==> src/rtl/mmc3_scanline_irq.sv <==
// mmc3_scanline_irq: MMC3-style scanline IRQ counter clocked by filtered PPU A12 rises.
module mmc3_scanline_irq #(
  parameter int SYNC_STAGES   = 2,
  parameter int FILTER_CYCLES = 3,
  parameter int ALT_IRQ       = 0
) (
  input  logic       m2,
  input  logic       reset,
  input  logic       ppu_a12,
  input  logic       reg_write,
  input  logic [1:0] reg_sel,
  input  logic [7:0] reg_data,
  output logic       irq_n,
  output logic [7:0] counter,
  output logic       a12_clock
);
  logic [SYNC_STAGES-1:0] sync_q, sync_d;
  logic       a12_dly_q, a12_dly_d;
  logic [2:0] low_cnt_q, low_cnt_d;
  logic [7:0] latch_q, latch_d, counter_q, counter_d;
  logic       reload_q, reload_d, enable_q, enable_d, pending_q, pending_d;
  logic       irq_n_q, irq_n_d, a12_clock_q, a12_clock_d;
  logic       a12_s, rise, reload_now, irq_hit;
  logic [7:0] next_cnt;
  logic [3:0] wr;
  always_comb begin
    a12_s       = sync_q[SYNC_STAGES-1];
    sync_d      = {sync_q[SYNC_STAGES-2:0], ppu_a12};
    a12_dly_d   = a12_s;
    low_cnt_d   = a12_s ? 3'd0 : low_cnt_q + 3'(low_cnt_q != 3'd7);
    rise        = a12_s & ~a12_dly_q & (low_cnt_q >= 3'(FILTER_CYCLES));
    reload_now  = (counter_q == 8'd0) | reload_q;
    next_cnt    = reload_now ? latch_q : counter_q - 8'd1;
    // old-style MMC3 ignores an idle counter reloading to a zero latch
    irq_hit     = rise & enable_q & (next_cnt == 8'd0) &
                  ((ALT_IRQ == 0) | (counter_q != 8'd0) | reload_q);
    wr          = reg_write ? 4'b0001 << reg_sel : 4'b0000;
    latch_d     = wr[0] ? reg_data : latch_q;
    counter_d   = wr[1] ? 8'd0 : rise ? next_cnt : counter_q;
    reload_d    = wr[1] | (reload_q & ~rise);
    enable_d    = wr[3] | (enable_q & ~wr[2]);
    pending_d   = ~wr[2] & (pending_q | irq_hit);
    irq_n_d     = ~pending_q;
    a12_clock_d = rise;
  end
  always_ff @(posedge m2) begin
    if (reset) begin
      sync_q      <= '0;
      a12_dly_q   <= 1'b0;
      low_cnt_q   <= 3'd0;
      latch_q     <= 8'd0;
      counter_q   <= 8'd0;
      reload_q    <= 1'b0;
      enable_q    <= 1'b0;
      pending_q   <= 1'b0;
      irq_n_q     <= 1'b1;
      a12_clock_q <= 1'b0;
    end else begin
      sync_q      <= sync_d;
      a12_dly_q   <= a12_dly_d;
      low_cnt_q   <= low_cnt_d;
      latch_q     <= latch_d;
      counter_q   <= counter_d;
      reload_q    <= reload_d;
      enable_q    <= enable_d;
      pending_q   <= pending_d;
      irq_n_q     <= irq_n_d;
      a12_clock_q <= a12_clock_d;
    end
  end
  assign irq_n     = irq_n_q;
  assign counter   = counter_q;
  assign a12_clock = a12_clock_q;
endmodule

==> config.mk <==
export PLATFORM = sky130hd
export DESIGN_NAME = mmc3_scanline_irq
export DESIGN_NICKNAME = d
export VERILOG_FILES = /design/src/rtl/mmc3_scanline_irq.sv
export SDC_FILE = /design/constraint.sdc
export NUM_CORES = 1
export LEC_CHECK = 0
export ABC_AREA = 0
export BUFFER_PORTS_ARGS = -buffer_cell sky130_fd_sc_hd__buf_2
export CORE_MARGIN = 2
export CORE_UTILIZATION = 54
export CTS_CLUSTER_DIAMETER = 80
export DETAILED_ROUTE_END_ITERATION = 7
export PLACE_DENSITY = 0.78
export SYNTH_ARGS = -nofsm -noshare
export SYNTH_HDL_FRONTEND = slang
export SYNTH_SLANG_ARGS = --single-unit
==> constraint.sdc <==
create_clock -name m2 -period 1.9 [get_ports m2]
set_input_delay 0.38 -clock m2 [delete_from_list [all_inputs] [get_ports m2]]
set_output_delay 0.38 -clock m2 [all_outputs]
set_load 0.1 [all_outputs]
==> impl_metrics.csv, run 1 <==
group,metric,value,unit
floorplanning,coreArea,2255,um^2
logic_synthesis,synth_edf_count,0,
global_route,grt_pass1_vias,1013,
place,gp_congestion,0.8785,
drt,wire_per_inst,14.35,um
global_route,antenna_found_initial,0,
power,p_int,704.3,uW
sta,min_period_over_period,0.9508,
logic_synthesis,synth.distinct_cells,48,
place,io_buffers,23,
critical_path,cp-end-kind,"register",
clock_tree,post_cts_resized,0,
drt,vias,1162,
sta,clock.fmax,0.5536,GHz
power,powerDensity,617.5,nW/um^2
clock_tree,numCtsBuffers,3,
logic_synthesis,synth.cell_area,1323,um^2
logic_synthesis,synth-seq-area-share,0.4087,
power,p_leak,0.0006073,uW
power,seqPwrFrac,0.633,
clock_tree,cts_buffer_depth,2,
sta,clock-skew-final,0.002463,ns
place,hpwlAfterDp,2167,um
critical_path,crit_fanout,5,
drt,drtIter0Drc,37,
layout,layout-drive-gt1-share,0.2616,
power,power_frac_comb,0.105,
floorplanning,rows,17,
sta,finalSetupViolCount,0,
power,irDropWorstVdd,0.5614,mV
place,placed_cells,196,
logic_synthesis,synth_flop_cell,"dfxtp_1",
global_route,grt_pass1_wl,4588,um
sta,final_hold_viol_count,0,
sta,worst_slack,0.09349,ns
global_route,top_usage_layer,"met2",
logic_synthesis,synth-warning-count,0,
place,dp_worst_setup_slack,0.1181,ns
drt,antenna_left,0,
sta,slew_viol_final,0,
clock_tree,cts-root-buf,"clkbuf_4",
global_route,met1_usage,0.3235,
drt,via_per_inst,5.810,
logic_synthesis,synth.net_count,164,
worst_hold_path,worstHoldStart,"reg_data[4]",
critical_path,reg2reg_slack,0.09,ns
logic_synthesis,synth_cells,146,
drt,routed_wl,2869,um
critical_path,r2r-start,"counter[0]",
power,finalPower,939.5,uW
logic_synthesis,synth_area_leader_cell,"dfxtp_1",
sta,grt_setup_unrepaired,"true",
logic_synthesis,ys_top_cells_by_area,"dfxtp_1 (41%), mux2i_1 (6.1%), nor2_1 (4.8%)",
worst_hold_path,holdPathStages,3,
floorplanning,pin_count,24,
critical_path,critical_path_arrival,2.07,ns
sta,worst_pin_slew,0.5649,ns
logic_synthesis,postSynthAreaPerCell,9.058,um^2
critical_path,worstPathRequired,2.16,ns
layout,nets,191,
clock_tree,cts_tree,"done",
sta,post-route-min-period,1.807,ns
drt,remaining_drc_errors,0,
global_route,grt_remaining_overflow,0,
global_route,grt_max_degree,21,
power,swShare,0.2504,
floorplanning,initial_utilization,0.5866,
worst_hold_path,hp-class,"input pin to register",
floorplanning,die_x,53.49,um
global_route,met3_usage,0.03672,
clock_tree,h-tree-depth,1,
clock_tree,clk_pin_slew,0.14,ns
layout,instances_no_fill,200,
logic_synthesis,async_flop_share,0,
power,power.switching,235.2,uW
clock_tree,clock_latency,0.32,ns
power,pwr-share-clk,0.262,
drt,first_pass_iters,4,
floorplanning,die_y,53.49,um
status,outcome,"complete, no violations",
worst_hold_path,worstHoldEndpoint,"latch_q[4]",
critical_path,reg2reg_to,"pending_q",
critical_path,path_class,"register to register",
logic_synthesis,synth.most_common_cell,"dfxtp_1",
logic_synthesis,synth.ff_latch_count,27,
clock_tree,clock_sinks,27,
flow_run,max_cap_viol_count,0,
global_route,gr-usage-all-layers,0.2224,
critical_path,worst_setup_path_start_kind,"register",
layout,antenna_cells,0,
critical_path,r2r_cells,8,
logic_synthesis,synth_top_cells_by_count,"dfxtp_1 (27), nor2_1 (17), nand2_1 (10)",
sta,setup_tns,0,ns
floorplanning,die_area,2861,um^2
global_route,met2_usage,0.3292,
logic_synthesis,synth_top_area_share,0.4087,
sta,slew_headroom,0.6217,
layout,final_util,0.6748,
layout,area_delta_synth_final,15.04,%
[worst max-delay path: stages (launching register included)]
cell	delay, ns
dfxtp_4	0.40
inv_2	0.05
ha_1	0.22
nor3b_1	0.17
buf_4	0.14
a21o_1	0.22
nor4_1	0.30
o211ai_1	0.12
o22ai_1	0.14
[cell usage in the layout (no fill, tap or decap), types with 2 or more instances in the layout]
master / netlist / layout
mux2i_1: 8 / 8
inv_1: 4 / 3
o22ai_1: 2 / 2
clkbuf_4: 0 / 3
dfxtp_4: 0 / 2
o21ai_1: 4 / 4
o211ai_1: 2 / 2
nand2_1: 10 / 10
nor3_1: 3 / 3
a31oi_1: 2 / 2
buf_2: 1 / 23
o21ai_0: 2 / 2
buf_4: 0 / 5
ha_1: 4 / 4
o21a_1: 2 / 2
nor3b_1: 4 / 4
dfxtp_2: 0 / 6
nand3_1: 4 / 4
nand2b_1: 2 / 2
a21oi_1: 8 / 8
or3b_1: 2 / 2
dfxtp_1: 27 / 19
nor2b_1: 6 / 6
mux2_1: 2 / 2
nor4_1: 2 / 2
nor2_1: 17 / 17
[cell type report]
cell class / instances / area, um^2
Sequential cell: 27 / 555.5
Clock inverter: 1 / 5.005
Fill cell: 202 / 733.2
Inverter: 4 / 15.01
Timing Repair Buffer: 28 / 152.6
Multi-Input combinational cell: 109 / 735.7
Clock buffer: 3 / 22.52
Tap cell: 28 / 35.03
[metrics by stage]
| step | cell area (um^2) | hold slack [ns] |
|---|---|---|
| finish | 1521 | 0.2806 |
| global route | 1521 | 0.2853 |
| CTS | 1521 | 0.2789 |
| detailed placement | 1494 | 0.3991 |
| global placement | 1494 | 0.4045 |
| floorplan | 1338 | 0.3779 |
[what timing repair did]
action / in CTS / in global routing
hold buffers: 0 / 0
setup buffers: 0 / 0
endpoints found under the setup margin: 0 / 1
[logic make-up after synthesis]
| logic type | count (synthesis) | share of synthesized area |
|---|---|---|
| AND/OR/NAND/NOR | 61 | 0.2649 |
| AO/OA/AOI/OAI | 33 | 0.1694 |
| flip-flops | 27 | 0.4087 |
| buffers and inverters | 10 | 0.03499 |
| multiplexers | 10 | 0.07758 |
| adder cells (fa/ha/maj) | 4 | 0.03784 |
| XOR/XNOR | 1 | 0.006624 |
[registers in the layout, indices dropped and copies added (netlist names)]
register and cells:
a12_clock 1, a12_dly_q 1, counter 8, enable_q 1
irq_n 1, latch_q 8, low_cnt_q 3, pending_q 1
reload_q 1, sync_q 2
[worst max path at each step]
stage,cells after the start,end,slack (ns),start
2_1_floorplan,7,counter[2],0.008,counter[0]
3_3_place_gp,8,pending_q,0.18,counter[0]
3_5_place_dp,7,counter[2],0.12,counter[0]
4_1_cts,8,pending_q,0.09,counter[0]
5_1_grt,8,pending_q,-0.002,counter[0]
6_report,8,pending_q,0.09,counter[0]
[layer usage]
layer	wire length (um)	part of all wire
met5	0	0
met4	40	0.014
met3	145	0.051
met2	1256	0.44
met1	1427	0.50
[power by group through the flow]
stage	Sequential, uW	Combinational [uW]	Clock (uW)
2_1_floorplan	609	62.4	0
3_3_place_gp	606	93.2	0
3_5_place_dp	607	98.5	0
4_1_cts	595	98.6	254
5_1_grt	597	110	280
6_report	595	98.4	246
(Power assumes the default switching activity.)
==> run 2: changes to the inputs <==
--- a/config.mk
+++ b/config.mk
@@ -7,6 +7,7 @@
 export LEC_CHECK = 0
 export ABC_AREA = 0
 export BUFFER_PORTS_ARGS = -buffer_cell sky130_fd_sc_hd__buf_2
+export CORE_ASPECT_RATIO = 0.6
 export CORE_MARGIN = 2
 export CORE_UTILIZATION = 54
 export CTS_CLUSTER_DIAMETER = 80
==> run 2 against run 1 <==
  * Maximum frequency grew 0.14%
  * Worst hold slack gained 0.017 ns
  * Clock-buffer cell count is the same
  * Cell area grew 2.0%
  * Largest power group unchanged
  * Non-clock buffer count shrank 1
  * Critical path depth is the same
  * Register-to-register slack is essentially flat
  * Via count grew 2.3%
==> impl_metrics.csv, run 2 (synthesis gave the netlist of run 1 again) <==
group,metric,value,unit
drt,vias,1189,
critical_path,path_class,"register to register",
clock_tree,cts_buffer_depth,2,
sta,clock-skew-final,0.004050,ns
global_route,grt_remaining_overflow,0,
sta,finalSetupViolCount,0,
drt,wl_met2,1326,um
layout,final_util,0.6912,
global_route,grt_pass1_vias,1068,
floorplanning,initial_utilization,0.5892,
worst_hold_path,worstHoldEndpoint,"sync_q[0]",
clock_tree,cts_tree,"done",
global_route,gr-usage-all-layers,0.2409,
drt,first_pass_iters,4,
floorplanning,coreArea,2245,um^2
critical_path,critical_path_arrival,2.02,ns
flow_run,max_cap_viol_count,0,
critical_path,worst_setup_path_start_kind,"register",
critical_path,r2r_cells,8,
drt,wl_met3,379,um
clock_tree,clock_sinks,27,
place,placed_cell_area,1489,um^2
drt,via_per_inst,5.915,
layout,finalInstanceArea,1551,um^2
layout,layout-drive-gt1-share,0.2632,
drt,remaining_drc_errors,0,
clock_tree,clk_pin_slew,0.10,ns
sta,setup_tns,0,ns
drt,wl_met1,1390,um
power,p_leak,0.0006135,uW
drt,antenna_left,0,
place,io_buffers,23,
layout,area_delta_synth_final,17.31,%
place,gp_congestion,0.9241,
sta,grt_setup_unrepaired,"false",
critical_path,reg2reg_to,"pending_q",
status,outcome,"complete, no violations",
place,hpwlAfterDp,2224,um
layout,final_cell_mix,"buf_2 (23), dfxtp_1 (19), nor2_1 (17), nand2_1 (10)",
critical_path,cp-end-kind,"register",
power,irDropWorstVdd,0.6419,mV
worst_hold_path,hp-class,"input pin to register",
floorplanning,die_x,67.89,um
clock_tree,clock_latency,0.28,ns
floorplanning,pin_count,24,
layout,nets,190,
drt,wire_per_inst,15.44,um
floorplanning,die_y,42.34,um
worst_hold_path,worstHoldStart,"ppu_a12",
floorplanning,die_area,2874,um^2
sta,worst_pin_slew,0.5603,ns
clock_tree,numCtsBuffers,3,
sta,post-route-min-period,1.804,ns
worst_hold_path,holdPathStages,2,
critical_path,reg2reg_slack,0.1,ns
drt,routed_wl,3103,um
critical_path,r2r-start,"counter[0]",
layout,final_common_cell,"buf_2",
layout,antenna_cells,0,
sta,min_period_over_period,0.9495,
floorplanning,rows,13,
drt,dr.max_layer_used,"met4",
clock_tree,cts-root-buf,"clkbuf_8",
critical_path,crit_fanout,5,
critical_path,worstPathRequired,2.12,ns
global_route,antenna_found_initial,0,
sta,final_hold_viol_count,0,
global_route,grt_max_degree,21,
clock_tree,h-tree-depth,1,
sta,clock.fmax,0.5543,GHz
sta,slew_headroom,0.6249,
power,powerDensity,678.0,nW/um^2
sta,slew_viol_final,0,
clock_tree,postCtsSetupBuffers,0,
global_route,grt_pass1_wl,5133,um
drt,drtIter0Drc,93,
-- run 2: worst max-delay path by stage --
| stage | start | slack [ns] | end |
|---|---|---|---|
| 3_5_place_dp | counter[0] | 0.12 | counter[2] |
| 3_3_place_gp | counter[0] | 0.17 | counter[2] |
| 2_1_floorplan | counter[0] | 0.008 | counter[2] |
| 4_1_cts | counter[0] | 0.1 | counter[2] |
| 5_1_grt | counter[0] | 0.0004 | pending_q |
| 6_report | counter[0] | 0.1 | pending_q |
-- run 2: timing repair --
item,in CTS,in global routing
gates resized for setup,0,2
hold buffers,0,0
endpoints found under the setup margin,0,5
-- run 2: area by class of cell --
type                       count  area [um^2]
clock buffer                   3        41.29
clock inverter                 1        8.758
fill                         185        693.2
inverter                       4        15.01
multi-input combinational    109        748.2
sequential                    27        555.5
tap                           30        37.54
timing repair buffer          27        145.1
-- run 2: metrics by stage --
stage | power (uW) | setup WS [ns] | std cells | hold slack [ns]
4_1_cts | 1053 | 0.09568 | 201 | 0.2982
3_5_place_dp | 703.8 | 0.1236 | 197 | 0.3931
3_3_place_gp | 699.2 | 0.1743 | 197 | 0.3933
6_report | 1052 | 0.09604 | 201 | 0.2971
2_1_floorplan | 671.5 | 0.008400 | 146 | 0.3779
5_1_grt | 1093 | 0.0003924 | 201 | 0.3123
-- run 2: power breakdown --
part           internal [uW]  switching (uW)  total [uW]
Combinational           44.6            54.3        98.9
Clock                    154             203         358
Sequential               579            15.9         595
Total                    778             273        1050
-- run 2: critical path, stage by stage, from the launching register on --
cell      delay, ns
dfxtp_4        0.38
inv_2          0.05
ha_1           0.22
nor3b_2        0.19
buf_4          0.14
a21o_1         0.22
nor4_1         0.28
o211ai_1       0.11
o22ai_1        0.13
-- run 2: metal layers --
layer / up-vias / track usage
met5: - / 0
met4: 0 / 0.04400
met3: 2 / 0.09677
met2: 53 / 0.3431
met1: 558 / 0.3438
li1: 576 / -
==> run 3: changes to the inputs <==
--- a/config.mk
+++ b/config.mk
@@ -9,10 +9,10 @@
 export BUFFER_PORTS_ARGS = -buffer_cell sky130_fd_sc_hd__buf_2
 export CORE_ASPECT_RATIO = 0.6
 export CORE_MARGIN = 2
-export CORE_UTILIZATION = 54
+export CORE_UTILIZATION = 58
 export CTS_CLUSTER_DIAMETER = 80
 export DETAILED_ROUTE_END_ITERATION = 7
-export PLACE_DENSITY = 0.78
+export PLACE_DENSITY = 0.83
 export SYNTH_ARGS = -nofsm -noshare
 export SYNTH_HDL_FRONTEND = slang
 export SYNTH_SLANG_ARGS = --single-unit
==> constraint.sdc (replaced) <==
create_clock -name m2 -period 2.1 [get_ports m2]
set_input_delay 0.42 -clock m2 [delete_from_list [all_inputs] [get_ports m2]]
set_output_delay 0.42 -clock m2 [all_outputs]
set_load 0.1 [all_outputs]
==> run 3 against run 2 <==
  * Clock power shrank 18%
  * First-iteration DRC count shrank 32%
  * Worst hold slack gained 0.077 ns
  * Maximum frequency shrank 4.6%
  * Flip-flop and latch count is the same
  * Die area shrank 6.4%
==> impl_metrics.csv, run 3 (synthesis gave the netlist of run 1 again) <==
group,metric,value,unit
status,outcome,"complete, no violations",
global_route,grt_pass1_wl,4526,um
floorplanning,rows,13,
power,swShare,0.2400,
sta,post-route-min-period,1.892,ns
power,power_frac_comb,0.097,
critical_path,worstPathRequired,2.25,ns
layout,fillers,170,
place,placed_cells,196,
drt,remaining_drc_errors,0,
critical_path,path_cells,"inv_1, ha_1, nor3b_2, a21oi_2, mux2_1, a22oi_1, nor2_1",
clock_tree,clock_latency,0.27,ns
critical_path,worst_setup_path_start_kind,"register",
critical_path,r2r-start,"counter[0]",
critical_path,r2r_cells,7,
layout,layout-drive-gt1-share,0.2353,
global_route,grt_remaining_overflow,0,
floorplanning,die_x,65.65,um
worst_hold_path,worstHoldStart,"ppu_a12",
clock_tree,cts-root-buf,"clkbuf_8",
sta,min_period_over_period,0.9009,
clock_tree,cts_buffer_depth,2,
clock_tree,clk_pin_slew,0.09,ns
global_route,gr-usage-all-layers,0.2344,
critical_path,cp-end-kind,"register",
sta,slew_headroom,0.6333,
floorplanning,coreArea,2163,um^2
drt,first_pass_iters,4,
layout,final_common_cell,"buf_2",
layout,final_cell_mix,"buf_2 (23), dfxtp_1 (22), nor2_1 (17), nand2_1 (10)",
drt,via_per_inst,5.720,
critical_path,slowest_delay,0.37,ns
floorplanning,die_area,2691,um^2
power,pwr-share-clk,0.318,
clock_tree,h-tree-depth,1,
clock_tree,cts_tree,"done",
clock_tree,holdBufCountCts,0,
place,io_buffers,23,
power,power.switching,221.1,uW
place,placed_cell_area,1475,um^2
power,finalPower,921.0,uW
sta,grt_setup_unrepaired,"false",
layout,multiInputGateArea,740.7,um^2
sta,clock-skew-final,0.001383,ns
place,gp_congestion,0.8741,
place,hpwlAfterDp,2152,um
drt,drtIter0Drc,63,
layout,nets,189,
sta,final_hold_viol_count,0,
power,irDropWorstVdd,0.4143,mV
floorplanning,initial_utilization,0.6113,
layout,instances_no_fill,200,
power,p_int,700.0,uW
global_route,antenna_found_initial,0,
flow_run,max_cap_viol_count,0,
drt,vias,1144,
floorplanning,pin_count,24,
critical_path,critPathBufInv,1,
power,powerDensity,602.4,nW/um^2
critical_path,critical_path_arrival,2.04,ns
worst_hold_path,holdPathStages,2,
global_route,grt_max_degree,21,
power,seqPwrFrac,0.585,
clock_tree,post_cts_resized,0,
clock_tree,clock_sinks,27,
sta,slew_viol_final,0,
critical_path,reg2reg_to,"counter[2]",
critical_path,crit_fanout,6,
layout,final_util,0.7068,
floorplanning,die_y,40.99,um
clock_tree,postCtsSetupBuffers,0,
critical_path,crit_slowest_cell,"dfxtp_4",
critical_path,reg2reg_slack,0.21,ns
layout,antenna_cells,0,
drt,antenna_left,0,
global_route,grt_pass1_vias,955,
clock_tree,numCtsBuffers,3,
power,p_leak,0.0006019,uW
sta,finalSetupViolCount,0,
sta,clock.fmax,0.5286,GHz
layout,finalInstanceArea,1529,um^2
sta,worst_pin_slew,0.5476,ns
sta,setup_tns,0,ns
worst_hold_path,hp-class,"input pin to register",
critical_path,crit_family,"compound AO/OA/AOI/OAI gates",
layout,area_delta_synth_final,15.61,%
worst_hold_path,worstHoldEndpoint,"sync_q[0]",
critical_path,path_class,"register to register",
layout,seq_area,549.3,um^2
drt,wire_per_inst,14.34,um
drt,routed_wl,2867,um
-- run 3: cell types whose count changed in the layout (fill, tap and decap cells not counted), sizes merged --
cell	change
inv	-1
clkinvlp	+1
buf	-1
-- run 3: final cells by class --
type | count | share of cell area
clock buffers | 3 | 0.02700
clock inverters | 1 | 0.004910
inverters | 4 | 0.009820
multi-input cells | 109 | 0.4845
flip-flops and latches | 27 | 0.3592
well taps | 30 | 0.02455
repair buffers | 26 | 0.09002
-- run 3: worst max path at each step --
stage	endpoint	cells past startpoint	slack [ns]	startpoint
2_1_floorplan	counter[2]	5	0.009	counter[3]
3_3_place_gp	counter[2]	7	0.28	counter[0]
3_5_place_dp	counter[2]	7	0.17	counter[0]
4_1_cts	counter[2]	7	0.08	counter[0]
5_1_grt	counter[2]	7	0.11	counter[0]
6_report	counter[2]	7	0.21	counter[0]
-- run 3: power by group through the flow --
stage	clock [uW]	combinational (uW)	sequential [uW]
2_1_floorplan	0	56.4	552
3_3_place_gp	0	84.3	550
3_5_place_dp	0	89.4	550
4_1_cts	302	89.5	538
5_1_grt	327	97.9	541
6_report	293	89.3	539
-- run 3: layer usage --
metal	vias up	track usage	part of all wire
li1	577	-	-
met1	516	0.3167	0.46
met2	49	0.3889	0.46
met3	2	0.06593	0.084
met4	0	0.03646	0.0028
met5	-	0	0
-- run 3: worst reg2reg max path, cell delays in order, from the launching register on --
cell	delay (ns)
dfxtp_4	0.37
inv_1	0.09
ha_1	0.25
nor3b_2	0.19
a21oi_2	0.27
mux2_1	0.36
a22oi_1	0.20
nor2_1	0.06
-- run 3: stage by stage --
step                hold slack, ns  setup slack, ns
floorplan                   0.3779         0.009038
global route                0.3968           0.1078
detailed placement          0.3930           0.1651
CTS                         0.3727          0.07802
global placement            0.3892           0.2783
finish                      0.3740           0.2082
